`config.mk`:
```
export PLATFORM = sky130hd
export DESIGN_NAME = stream_mux_rr_flat
export DESIGN_NICKNAME = d
export VERILOG_FILES = /design/src/rtl/stream_mux_rr_pkg.sv /design/src/rtl/stream_mux_rr_if.sv /design/src/rtl/stream_mux_rr_arbiter.sv /design/src/rtl/stream_mux_rr.sv /design/src/flat_wrapper.sv
export SDC_FILE = /design/constraint.sdc
export NUM_CORES = 1
export LEC_CHECK = 0
export CAP_MARGIN = 30
export CORE_ASPECT_RATIO = 0.6
export CORE_MARGIN = 2
export CORE_UTILIZATION = 35
export DETAILED_ROUTE_END_ITERATION = 7
export HOLD_SLACK_MARGIN = 0.06
export PLACE_DENSITY_LB_ADDON = 0.15
export SETUP_SLACK_MARGIN = 0.05
export SYNTH_ARGS = -nofsm -noshare
export SYNTH_HDL_FRONTEND = slang
export SYNTH_HIERARCHICAL = 1
export SYNTH_SLANG_ARGS = --single-unit
```
`constraint.sdc`:
```
create_clock -name clk -period 2.5 [get_ports clk]
set_clock_uncertainty 0.05 [all_clocks]
set_input_delay 0.5 -clock clk [delete_from_list [all_inputs] [get_ports clk]]
set_output_delay 0.5 -clock clk [all_outputs]
set_load 0.02 [all_outputs]
```
`src/rtl/stream_mux_rr_pkg.sv`:
```
// Shared constants, FSM encoding and sizing helper for the stream_mux_rr slice.
package stream_mux_pkg;

    localparam int MODE_RR    = 0;
    localparam int MODE_FIXED = 1;

    typedef enum logic [0:0] {
        ST_IDLE   = 1'b0,
        ST_LOCKED = 1'b1
    } state_e;

    // Channel-index width, never narrower than one bit.
    function automatic int sel_width(input int n);
        return (n > 1) ? $clog2(n) : 1;
    endfunction

endpackage

```
`src/rtl/stream_mux_rr_if.sv`:
```
// N-channel producer side plus single consumer side of the stream mux.
interface stream_mux_rr_if #(
    parameter int N     = 4,
    parameter int WIDTH = 8,
    parameter int SELW  = stream_mux_pkg::sel_width(N)
);

    logic [N-1:0]       in_valid;
    logic [N*WIDTH-1:0] in_data;
    logic [N-1:0]       in_last;
    logic [N-1:0]       in_ready;

    logic               out_valid;
    logic [WIDTH-1:0]   out_data;
    logic               out_last;
    logic [SELW-1:0]    out_sel;
    logic               out_ready;

    // slave is the mux; master is the producers and consumer around it
    modport slave (
        input  in_valid, in_data, in_last, out_ready,
        output in_ready, out_valid, out_data, out_last, out_sel
    );

    modport master (
        output in_valid, in_data, in_last, out_ready,
        input  in_ready, out_valid, out_data, out_last, out_sel
    );

endinterface

```
`src/rtl/stream_mux_rr_arbiter.sv`:
```
// Combinational arbiter: round-robin from ptr+1 or fixed lowest-index priority,
// overridden by a lock onto a single channel.
module rr_arbiter
    import stream_mux_pkg::*;
#(
    parameter int N    = 4,
    parameter int SELW = sel_width(N)
) (
    input  logic [N-1:0]    req_i,
    input  logic [SELW-1:0] ptr_i,
    input  logic            mode_i,
    input  logic            lock_i,
    input  logic [SELW-1:0] lock_ch_i,
    output logic [SELW-1:0] grant_o,
    output logic            grant_valid_o
);

    always_comb begin
        logic [SELW-1:0] cand;
        int unsigned     idx;
        grant_o       = '0;
        grant_valid_o = 1'b0;
        cand          = '0;
        idx           = 0;
        if (lock_i) begin
            grant_o       = lock_ch_i;
            grant_valid_o = req_i[lock_ch_i];
        end else if (mode_i) begin
            // Scan downward so the lowest requesting index is written last.
            for (int unsigned i = N; i > 0; i--) begin
                cand = SELW'(i - 1);
                if (req_i[cand]) begin
                    grant_o       = cand;
                    grant_valid_o = 1'b1;
                end
            end
        end else begin
            // Offset 1 (ptr+1) has highest priority, so it is visited last.
            for (int unsigned off = N; off >= 1; off--) begin
                idx  = (32'(ptr_i) + off) % N;
                cand = SELW'(idx);
                if (req_i[cand]) begin
                    grant_o       = cand;
                    grant_valid_o = 1'b1;
                end
            end
        end
    end

endmodule

```
`src/rtl/stream_mux_rr.sv`:
```
// N:1 valid/ready stream multiplexer with packet locking and a registered
// output stage; arbitration is round-robin or fixed priority.
module stream_mux_rr
    import stream_mux_pkg::*;
#(
    parameter int N     = 4,
    parameter int WIDTH = 8,
    parameter int MODE  = MODE_RR,
    parameter int SELW  = sel_width(N)
) (
    input  logic           clk,
    input  logic           rst,
    stream_mux_rr_if.slave bus
);

    state_e            state_q, state_d;
    logic [SELW-1:0]   lock_ch_q, lock_ch_d;
    logic [SELW-1:0]   ptr_q, ptr_d;

    logic              out_valid_q, out_valid_d;
    logic [WIDTH-1:0]  out_data_q, out_data_d;
    logic              out_last_q, out_last_d;
    logic [SELW-1:0]   out_sel_q, out_sel_d;

    logic [SELW-1:0]   grant;
    logic              grant_valid;
    logic              load_en;
    logic              xfer;
    logic [WIDTH-1:0]  grant_data;
    logic              grant_last;
    logic [WIDTH-1:0]  in_beats [N];

    for (genvar g = 0; g < N; g++) begin : g_split
        assign in_beats[g] = bus.in_data[g*WIDTH +: WIDTH];
    end

    rr_arbiter #(
        .N    (N),
        .SELW (SELW)
    ) u_arb (
        .req_i         (bus.in_valid),
        .ptr_i         (ptr_q),
        .mode_i        (MODE == MODE_FIXED),
        .lock_i        (state_q == ST_LOCKED),
        .lock_ch_i     (lock_ch_q),
        .grant_o       (grant),
        .grant_valid_o (grant_valid)
    );

    assign load_en    = !out_valid_q || bus.out_ready;
    assign xfer       = load_en && grant_valid;
    assign grant_data = in_beats[grant];
    assign grant_last = bus.in_last[grant];

    assign bus.in_ready = xfer ? (N'(1) << grant) : '0;

    always_comb begin
        state_d   = state_q;
        lock_ch_d = lock_ch_q;
        ptr_d     = ptr_q;
        unique case (state_q)
            ST_IDLE: begin
                if (xfer && !grant_last) begin
                    state_d   = ST_LOCKED;
                    lock_ch_d = grant;
                end
            end
            ST_LOCKED: begin
                if (xfer && grant_last) begin
                    state_d = ST_IDLE;
                end
            end
            default: state_d = ST_IDLE;
        endcase
        if (MODE == MODE_RR && xfer && grant_last) begin
            ptr_d = grant;
        end
    end

    // Payload holds its last value when the stage drains without a new beat.
    always_comb begin
        out_valid_d = out_valid_q;
        out_data_d  = out_data_q;
        out_last_d  = out_last_q;
        out_sel_d   = out_sel_q;
        if (load_en) begin
            out_valid_d = xfer;
            if (xfer) begin
                out_data_d = grant_data;
                out_last_d = grant_last;
                out_sel_d  = grant;
            end
        end
    end

    always_ff @(posedge clk) begin
        if (rst) begin
            state_q     <= ST_IDLE;
            lock_ch_q   <= '0;
            ptr_q       <= SELW'(N - 1);
            out_valid_q <= 1'b0;
            out_data_q  <= '0;
            out_last_q  <= 1'b0;
            out_sel_q   <= '0;
        end else begin
            state_q     <= state_d;
            lock_ch_q   <= lock_ch_d;
            ptr_q       <= ptr_d;
            out_valid_q <= out_valid_d;
            out_data_q  <= out_data_d;
            out_last_q  <= out_last_d;
            out_sel_q   <= out_sel_d;
        end
    end

    assign bus.out_valid = out_valid_q;
    assign bus.out_data  = out_data_q;
    assign bus.out_last  = out_last_q;
    assign bus.out_sel   = out_sel_q;

    a_ready_onehot0: assert property (@(posedge clk) disable iff (rst)
        $onehot0(bus.in_ready));

    a_hold_stalled: assert property (@(posedge clk) disable iff (rst)
        bus.out_valid && !bus.out_ready |=>
            bus.out_valid && $stable(bus.out_data) && $stable(bus.out_sel) && $stable(bus.out_last));

endmodule

```
`src/flat_wrapper.sv`:
```
// flat-port wrapper written by rule: the top's interface ports become plain ports
module stream_mux_rr_flat import stream_mux_pkg::*;
#(
    parameter int N     = 4,
    parameter int WIDTH = 8,
    parameter int MODE  = MODE_RR,
    parameter int SELW  = sel_width(N)
)
  (clk, rst, bus_in_valid, bus_in_data, bus_in_last, bus_out_ready, bus_in_ready, bus_out_valid, bus_out_data, bus_out_last, bus_out_sel);
  stream_mux_rr_if #(.N(N), .WIDTH(WIDTH), .SELW(SELW)) bus_i ();
  input  logic clk;
  input  logic rst;
  input wire logic [$bits(bus_i.in_valid)-1:0] bus_in_valid;
  input wire logic [$bits(bus_i.in_data)-1:0] bus_in_data;
  input wire logic [$bits(bus_i.in_last)-1:0] bus_in_last;
  input wire logic [$bits(bus_i.out_ready)-1:0] bus_out_ready;
  output wire logic [$bits(bus_i.in_ready)-1:0] bus_in_ready;
  output wire logic [$bits(bus_i.out_valid)-1:0] bus_out_valid;
  output wire logic [$bits(bus_i.out_data)-1:0] bus_out_data;
  output wire logic [$bits(bus_i.out_last)-1:0] bus_out_last;
  output wire logic [$bits(bus_i.out_sel)-1:0] bus_out_sel;
  assign bus_i.in_valid = bus_in_valid;
  assign bus_i.in_data = bus_in_data;
  assign bus_i.in_last = bus_in_last;
  assign bus_i.out_ready = bus_out_ready;
  assign bus_in_ready = bus_i.in_ready;
  assign bus_out_valid = bus_i.out_valid;
  assign bus_out_data = bus_i.out_data;
  assign bus_out_last = bus_i.out_last;
  assign bus_out_sel = bus_i.out_sel;
  stream_mux_rr #(.N(N), .WIDTH(WIDTH), .MODE(MODE), .SELW(SELW)) u_core (.clk(clk), .rst(rst), .bus(bus_i));
endmodule
```
==> impl_metrics.json, run 1 <==
{
  "cp.arrival_ps": 2040,
  "postSynthCellCount": 117,
  "grt_util_all_layers_pct": 21.2,
  "dieArea_um2": 3680,
  "initial_core_util_pct": 37.8,
  "cp_max_fo": 7,
  "internal_power_w": 0.000884,
  "dpl_cell_area_um2": 1900,
  "clk_path_buf_depth": 2,
  "antenna_left": 0,
  "cts.sinks": 17,
  "grt_pass1_wl_um": 5900,
  "finalSetupViolCount": 17,
  "grt.met3_usage_pct": 4.53,
  "rows": 15,
  "preCtsSetupSlack_ps": -932,
  "status": "finished, violations left",
  "ys_warn_count": 6,
  "dp_hpwl_um": 2850,
  "drt-vias-per-instance": 5.47,
  "portBuffers": 58,
  "post-route-drc-count": 0,
  "leakage_nw": 0.804,
  "slew_violations": 0,
  "seqPwrFrac_pct": 26.5,
  "irDropWorstVdd_uv": 299,
  "slowest_stage": "a221o_2",
  "core_area_um2": 2970,
  "io_pins": 59,
  "crit_path_end_kind": "output pin",
  "grt_antenna_before_repair": 0,
  "p_per_area_nw_per_um2": 669,
  "cts_root_buf": "clkbuf_8",
  "die_w_um": 77.0,
  "grt_max_degree": 21,
  "cts_buffers": 3,
  "required_ps": 1950,
  "layout-drive-gt1-share_pct": 30.5,
  "first_iter_violations": 67,
  "vias": 1307,
  "finalPower_w": 0.00139,
  "synthDominantCellAreaShare_pct": 30.4,
  "ys_types": 33,
  "grt.overflow.total": 0,
  "clk_latency_ps": 260,
  "cpPeakStageDelay_ps": 410,
  "path_cells": "buf_12, nor4_4, or4_1, a21oi_1, a221o_2, buf_6, buf_8, nor3_4, buf_6",
  "p_switching_w": 0.000510,
  "violations": "setup timing",
  "synthTopCellsByArea": "dfxtp_1 30%, mux4_1 16%, a21oi_1 7.6%, o21ai_0 6.3%, mux4_2 6.0%",
  "hold_ws_ps": 428,
  "startpoint_type": "input port",
  "cp_common_cell": "buf_6",
  "combPwrFrac_pct": 58.4,
  "min_period_over_period_pct": 104,
  "period_needed_ps": 2590,
  "place_congestion": 0.980,
  "fmax_mhz": 386,
  "worstMarginPinSlew_ps": 844,
  "drt-pass1-iter-count": 4,
  "routed_wl_um": 3850,
  "synthesis.area_um2": 1120,
  "hold_path.class": "flop to flop",
  "rsz0062_at_grt": "true",
  "synth_seq_cells": 17,
  "grt_pass1_vias": 1260,
  "die_y_um": 47.8,
  "clk_pin_slew_ps": 70,
  "post-route-util_pct": 70.2,
  "swShare_pct": 36.6,
  "met1_usage_pct": 26.3,
  "fill_cells": 235,
  "area_growth_pct": 85.9,
  "synth_area_per_cell_um2": 9.57,
  "design_area_um2": 2080,
  "critPathKind": "input port to output pin",
  "cp_top_family": "simple AND/OR/NAND/NOR gates",
  "fin_nets": 241,
  "synth_top_area_cell": "dfxtp_1",
  "drv_cap": 0,
  "cts_tree": "yes",
  "hold_viol": 0,
  "met2_usage_pct": 39.5,
  "min_from": "u_core/bus.out_sel[0]",
  "reg2reg_from": "u_core/ptr_q[1]",
  "slew_headroom_pct": 43.6,
  "seq_area_frac_synth_pct": 30.4,
  "num_antenna_cells": 0,
  "startpoint": "bus_in_valid[3]",
  "htree_levels": 1,
  "path_buf_inv": 4,
  "setup_ws_ps": -93.7,
  "wl_per_cell_um": 16.1,
  "pwr-share-clk_pct": 15.1,
  "grt-busiest-layer": "met2"
}
path summary, 6_finish.rpt:
check | to | slack (ps) | depth (start not counted)
max | bus_in_ready[0] | -90 | 9
min | u_core/bus.out_sel[0] | 430 | 2
max reg2reg | u_core/ptr_q[0] | -80 | 9
min reg2reg | u_core/bus.out_sel[0] | 430 | 2
flip-flops by register name (all words and copies together) (netlist names):
name                  count
u_core/state_q            1
u_core/bus.out_data       8
u_core/bus.out_sel        2
u_core/lock_ch_q          2
u_core/bus.out_valid      1
u_core/bus.out_last       1
u_core/ptr_q              2
Yosys cell counts:
master,count
mux4_2,3
and3_1,1
nand2b_1,5
nor2_1,5
or2b_1,1
and2_1,1
mux4_1,7
nor2b_1,1
conb_1,1
o21ai_0,14
nand2_1,4
o221ai_1,2
nor3b_1,1
a221o_1,1
dfxtp_1,17
nor4_4,1
clkbuf_1,8
or4_1,1
mux2i_1,3
buf_2,1
a221o_2,1
or3b_2,1
nor4_1,1
nor4b_1,1
nand3_1,10
buf_6,1
a21oi_1,17
a311oi_1,1
inv_1,2
mux2_2,1
nor3_1,1
nand3_2,1
nor4bb_1,1
worst register-to-register path: stages, from the launching register on:
cell and delay [ps]:
dfxtp_4 370, nor4bb_2 170, or4_1 420, a21oi_1 170, a221o_2 220, buf_6 110, mux4_2 540, buf_6 160
nand3_4 100, mux2i_1 200
per-stage QoR:
stage	std cells	setup TNS, ps
after floorplan	119	0
after global placement	228	-11740
after detailed placement	228	-13540
after CTS	237	-176
after global routing	239	-1610
final	239	-832
logic make-up (layout without fill, tap and decap cells):
kind of cell           Yosys count  in the layout  share of synthesized area [%]
AOI/OAI and AO/OA               36             36                           18.1
muxes                           14             14                           26.1
other                            1              3                          0.335
DFF                             17             17                           30.4
buffers and inverters           12             90                           4.80
and+or+nand+nor                 37             37                           20.2
repair_timing:
item                                    CTS  global route
gates resized for setup                  61             7
pin swaps                                 6             9
endpoints found under the setup margin   21            18
buffers inserted                          5             2
hold buffers                              0             0
cell usage in the layout (no fill, tap or decap), drive strengths merged:
master,netlist,final
nand2,4,4
nor2,5,5
or4,1,1
mux2i,3,3
nor4b,1,1
or2b,1,1
inv,2,2
clkdlybuf4s50,0,50
nor2b,1,1
a221o,2,2
nand2b,5,5
a21oi,17,17
buf,2,34
clkbuf,8,3
nor4,2,2
o221ai,2,2
a311oi,1,1
nor4bb,1,1
nor3,1,1
or3b,1,1
and3,1,1
and2,1,1
dfxtp,17,17
conb,1,3
nand3,11,11
nor3b,1,1
o21ai,14,14
mux2,1,1
clkinv,0,1
mux4,10,10
metal layers:
metal / vias to the layer above / wire length, µm
met5: - / 0
li1: 610 / -
met1: 621 / 1640
met3: 10 / 276
met4: 0 / 56
met2: 66 / 1870
layout make-up:
class	instances	area [µm²]	share of cell area, %
Inverter	2	7.51	0.361
Multi-Input combinational cell	90	807	38.8
Timing Repair Buffer	84	823	39.5
Clock inverter	1	5.00	0.240
Sequential cell	17	345	16.6
Clock buffer	3	41.3	1.98
Tap cell	42	52.6	2.52
power groups by stage:
stage | registers [W] | logic, W | clock network, W
after detailed placement | 0.000371 | 0.000705 | 0
after floorplan | 0.000416 | 0.000342 | 0
after CTS | 0.000368 | 0.000784 | 0.000214
final | 0.000369 | 0.000814 | 0.000211
after global placement | 0.000368 | 0.000688 | 0
after global routing | 0.000375 | 0.000863 | 0.000226
Note: power is estimated with default switching activity, not from simulation.
==> run 2, diff against run 1 <==
- CORE_MARGIN: 2 -> 1.5
- SYNTH_HIERARCHICAL: 1 -> not set
==> run 2 against run 1 <==
- the run now ends clean
- area after synthesis grew 1.6%
- largest cell class is now multi-input combinational cells
- highest routed layer unchanged
- synthesized cell count shrank 2.6%
- register-to-register slack gained 340 ps
- combinational power grew 65%
- global-route usage shrank 2.1 points
- routed wire length shrank 11%
- die area shrank 1.9%
- non-clock buffer count shrank 10
- first-iteration DRC count grew 45%
- clock power shrank 3%
- setup slack gained 220 ps
- sequential cell count is the same
==> impl_metrics.json, run 2 <==
{
  "cts_tree": "yes",
  "setup_ws_ps": 131,
  "startpoint_type": "input port",
  "cts_root_buf": "clkbuf_8",
  "layout_commonest_cell": "clkdlybuf4s50_1",
  "period_needed_ps": 2370,
  "grt_max_degree": 20,
  "internal_power_w": 0.00119,
  "core_area_um2": 2980,
  "dp_hpwl_um": 2680,
  "p_switching_w": 0.000806,
  "drv_cap": 0,
  "ys_types": 35,
  "first_iter_violations": 97,
  "synthTopCellsByCount": "17 x dfxtp_1, 16 x nor2_1, 10 x mux2i_1, 7 x a21oi_1",
  "layout-drive-gt1-share_pct": 25.3,
  "cts.sinks": 17,
  "synth_async_sr_flop_share_pct": 0,
  "htree_levels": 1,
  "combPwrFrac_pct": 67.2,
  "design_area_um2": 1910,
  "fin_tns_setup_ps": 0,
  "p_per_area_nw_per_um2": 1050,
  "drt-pass1-iter-count": 4,
  "cts_buffers": 3,
  "routed_wl_um": 3410,
  "placed_cells": 220,
  "worstMarginPinSlew_ps": 431,
  "cpPeakStageDelay_ps": 400,
  "required_ps": 1950,
  "seq_area_frac_synth_pct": 29.9,
  "slew_headroom_pct": 71.2,
  "seqPwrFrac_pct": 22.6,
  "io_pins": 59,
  "grt_pass1_vias": 1137,
  "clk_pin_slew_ps": 60,
  "critPathKind": "input port to output pin",
  "cp_max_fo": 4,
  "finalPower_w": 0.00200,
  "rsz0062_at_grt": "true",
  "pwr-share-clk_pct": 10.2,
  "rows": 15,
  "grt.overflow.total": 0,
  "wl_per_cell_um": 14.9,
  "hold_viol": 0,
  "fill_cells": 238,
  "synth_area_per_cell_um2": 9.98,
  "slew_violations": 0,
  "synthTopCellsByArea": "dfxtp_1 30%, mux4_2 9.9%, mux4_1 9.2%, mux2i_1 8.8%, nor2_1 5.3%",
  "path_cells": "dlygate4sd2_1, nand2b_1, a21oi_2, o41a_1, nor3_1, buf_2",
  "antenna_left": 0,
  "yosysMostFrequentCell": "dfxtp_1",
  "die_w_um": 76.6,
  "grt_pass1_wl_um": 5220,
  "synthDominantCellAreaShare_pct": 29.9,
  "swShare_pct": 40.3,
  "dpl_cell_area_um2": 1820,
  "grt_util_all_layers_pct": 19.1,
  "postSynthCellCount": 114,
  "preCtsSetupSlack_ps": -659,
  "vias": 1181,
  "irDropWorstVdd_uv": 467,
  "clk_path_buf_depth": 2,
  "largest_reg_flops": 8,
  "status": "completed",
  "fmax_mhz": 422,
  "min_period_over_period_pct": 94.8,
  "synthesis.area_um2": 1140,
  "dieArea_um2": 3610,
  "area_growth_pct": 68.2,
  "crit_path_end_kind": "output pin",
  "synth_seq_cells": 17,
  "final_cells": 228,
  "slowest_stage": "o41a_1",
  "ys_warn_count": 0,
  "grt_antenna_before_repair": 0,
  "post-route-drc-count": 0,
  "synth_edf_count": 0,
  "portBuffers": 58,
  "hold_path.class": "flop to flop",
  "num_antenna_cells": 0,
  "cts.hold.buffers_added": 0,
  "finalSetupViolCount": 0,
  "drt-vias-per-instance": 5.18,
  "leakage_nw": 0.773,
  "cp.arrival_ps": 1820,
  "fin_nets": 230,
  "die_y_um": 47.2,
  "ys_dominant_reg_cell": "dfxtp_1",
  "initial_core_util_pct": 38.1,
  "mostFrequentLayoutCells": "50 x clkdlybuf4s50_1, 16 x dfxtp_1, 15 x nor2_1, 15 x buf_4, 10 x mux2i_1",
  "clk_latency_ps": 250,
  "synth_top_area_cell": "dfxtp_1",
  "syn_nets": 157,
  "place_congestion": 0.876
}
[run 2: changes by cell type in the layout (fill, tap and decap cells not counted), moves of 3 or more]
cell      delta
a21oi_1     -10
buf_2        +3
buf_4        -6
buf_6        -7
clkbuf_2     +3
conb_1       -3
mux2i_1      +7
nand3_1      -7
nor2_1      +11
nor3_1       +4
o21ai_0     -10
[run 2: repair_timing]
item	4_1_cts	5_1_grt
pin swaps	4	2
setup buffers	2	2
resized for setup	34	9
endpoints found under the setup margin	20	14
[run 2: routing by layer]
layer,wire length [µm],GRT usage (%),share of wire (%),up-vias
li1,-,-,-,578
met1,1480,23.9,43,553
met2,1640,32.3,48,46
met3,246,6.99,7.2,4
met4,41,5.19,1.2,0
met5,0,0,0,-
[run 2: cells by family (layout without fill, tap and decap cells)]
| logic type | after synthesis | after routing | synth area share [%] |
|---|---|---|---|
| simple gates | 44 | 44 | 19.4 |
| mux | 19 | 19 | 27.9 |
| flops | 17 | 17 | 29.9 |
| buf+inv | 10 | 82 | 4.51 |
| compound gates | 24 | 24 | 18.3 |
[run 2: final timing paths]
path | slack, ps | end | startpoint | cells after the start
setup / recovery | 130 | bus_in_ready[0] | bus_in_valid[2] | 6
hold / removal | 410 | u_core.bus.out_last | u_core.bus.out_last | 2
setup reg to reg | 260 | u_core.lock_ch_q[0] | u_core.ptr_q[0] | 8
hold reg to reg | 410 | u_core.bus.out_last | u_core.bus.out_last | 2
[run 2: area by class of cell]
class                           instances  area, µm²  area share, %
Timing Repair Buffer                   74        668           34.9
Sequential cell                        17        342           17.9
Clock buffer                            4       45.0           2.35
Tap cell                               42       52.6           2.75
Multi-Input combinational cell         87        791           41.3
Inverter                                4       15.0          0.785
[run 2: critical path: cells and delay by family]
kind	cells	cell delay, ps
AO/OA/AOI/OAI	2	500
buffers and inverters	2	460
AND/OR/NAND/NOR	2	350
[run 2: stage by stage]
step	utilization, %	hold slack, ps
after floorplan	-	398
after global placement	61.1	397
after detailed placement	61.1	407
after CTS	63.7	416
after global routing	64.1	443
final	64.1	410
[run 2: power groups by stage]
stage | clock network [W] | logic, W | registers, W
detailed placement | 0 | 0.00129 | 0.000453
floorplan | 0 | 0.000753 | 0.000541
finish | 0.000204 | 0.00134 | 0.000452
global route | 0.000225 | 0.00145 | 0.000465
global placement | 0 | 0.00127 | 0.000447
CTS | 0.000209 | 0.00132 | 0.000449
==> run 3, diff against run 2 <==
- CTS_CLUSTER_DIAMETER: not set -> 120
==> results of run 3 <==
No change in the layout: final DEF, timing and power equal those of run 2.
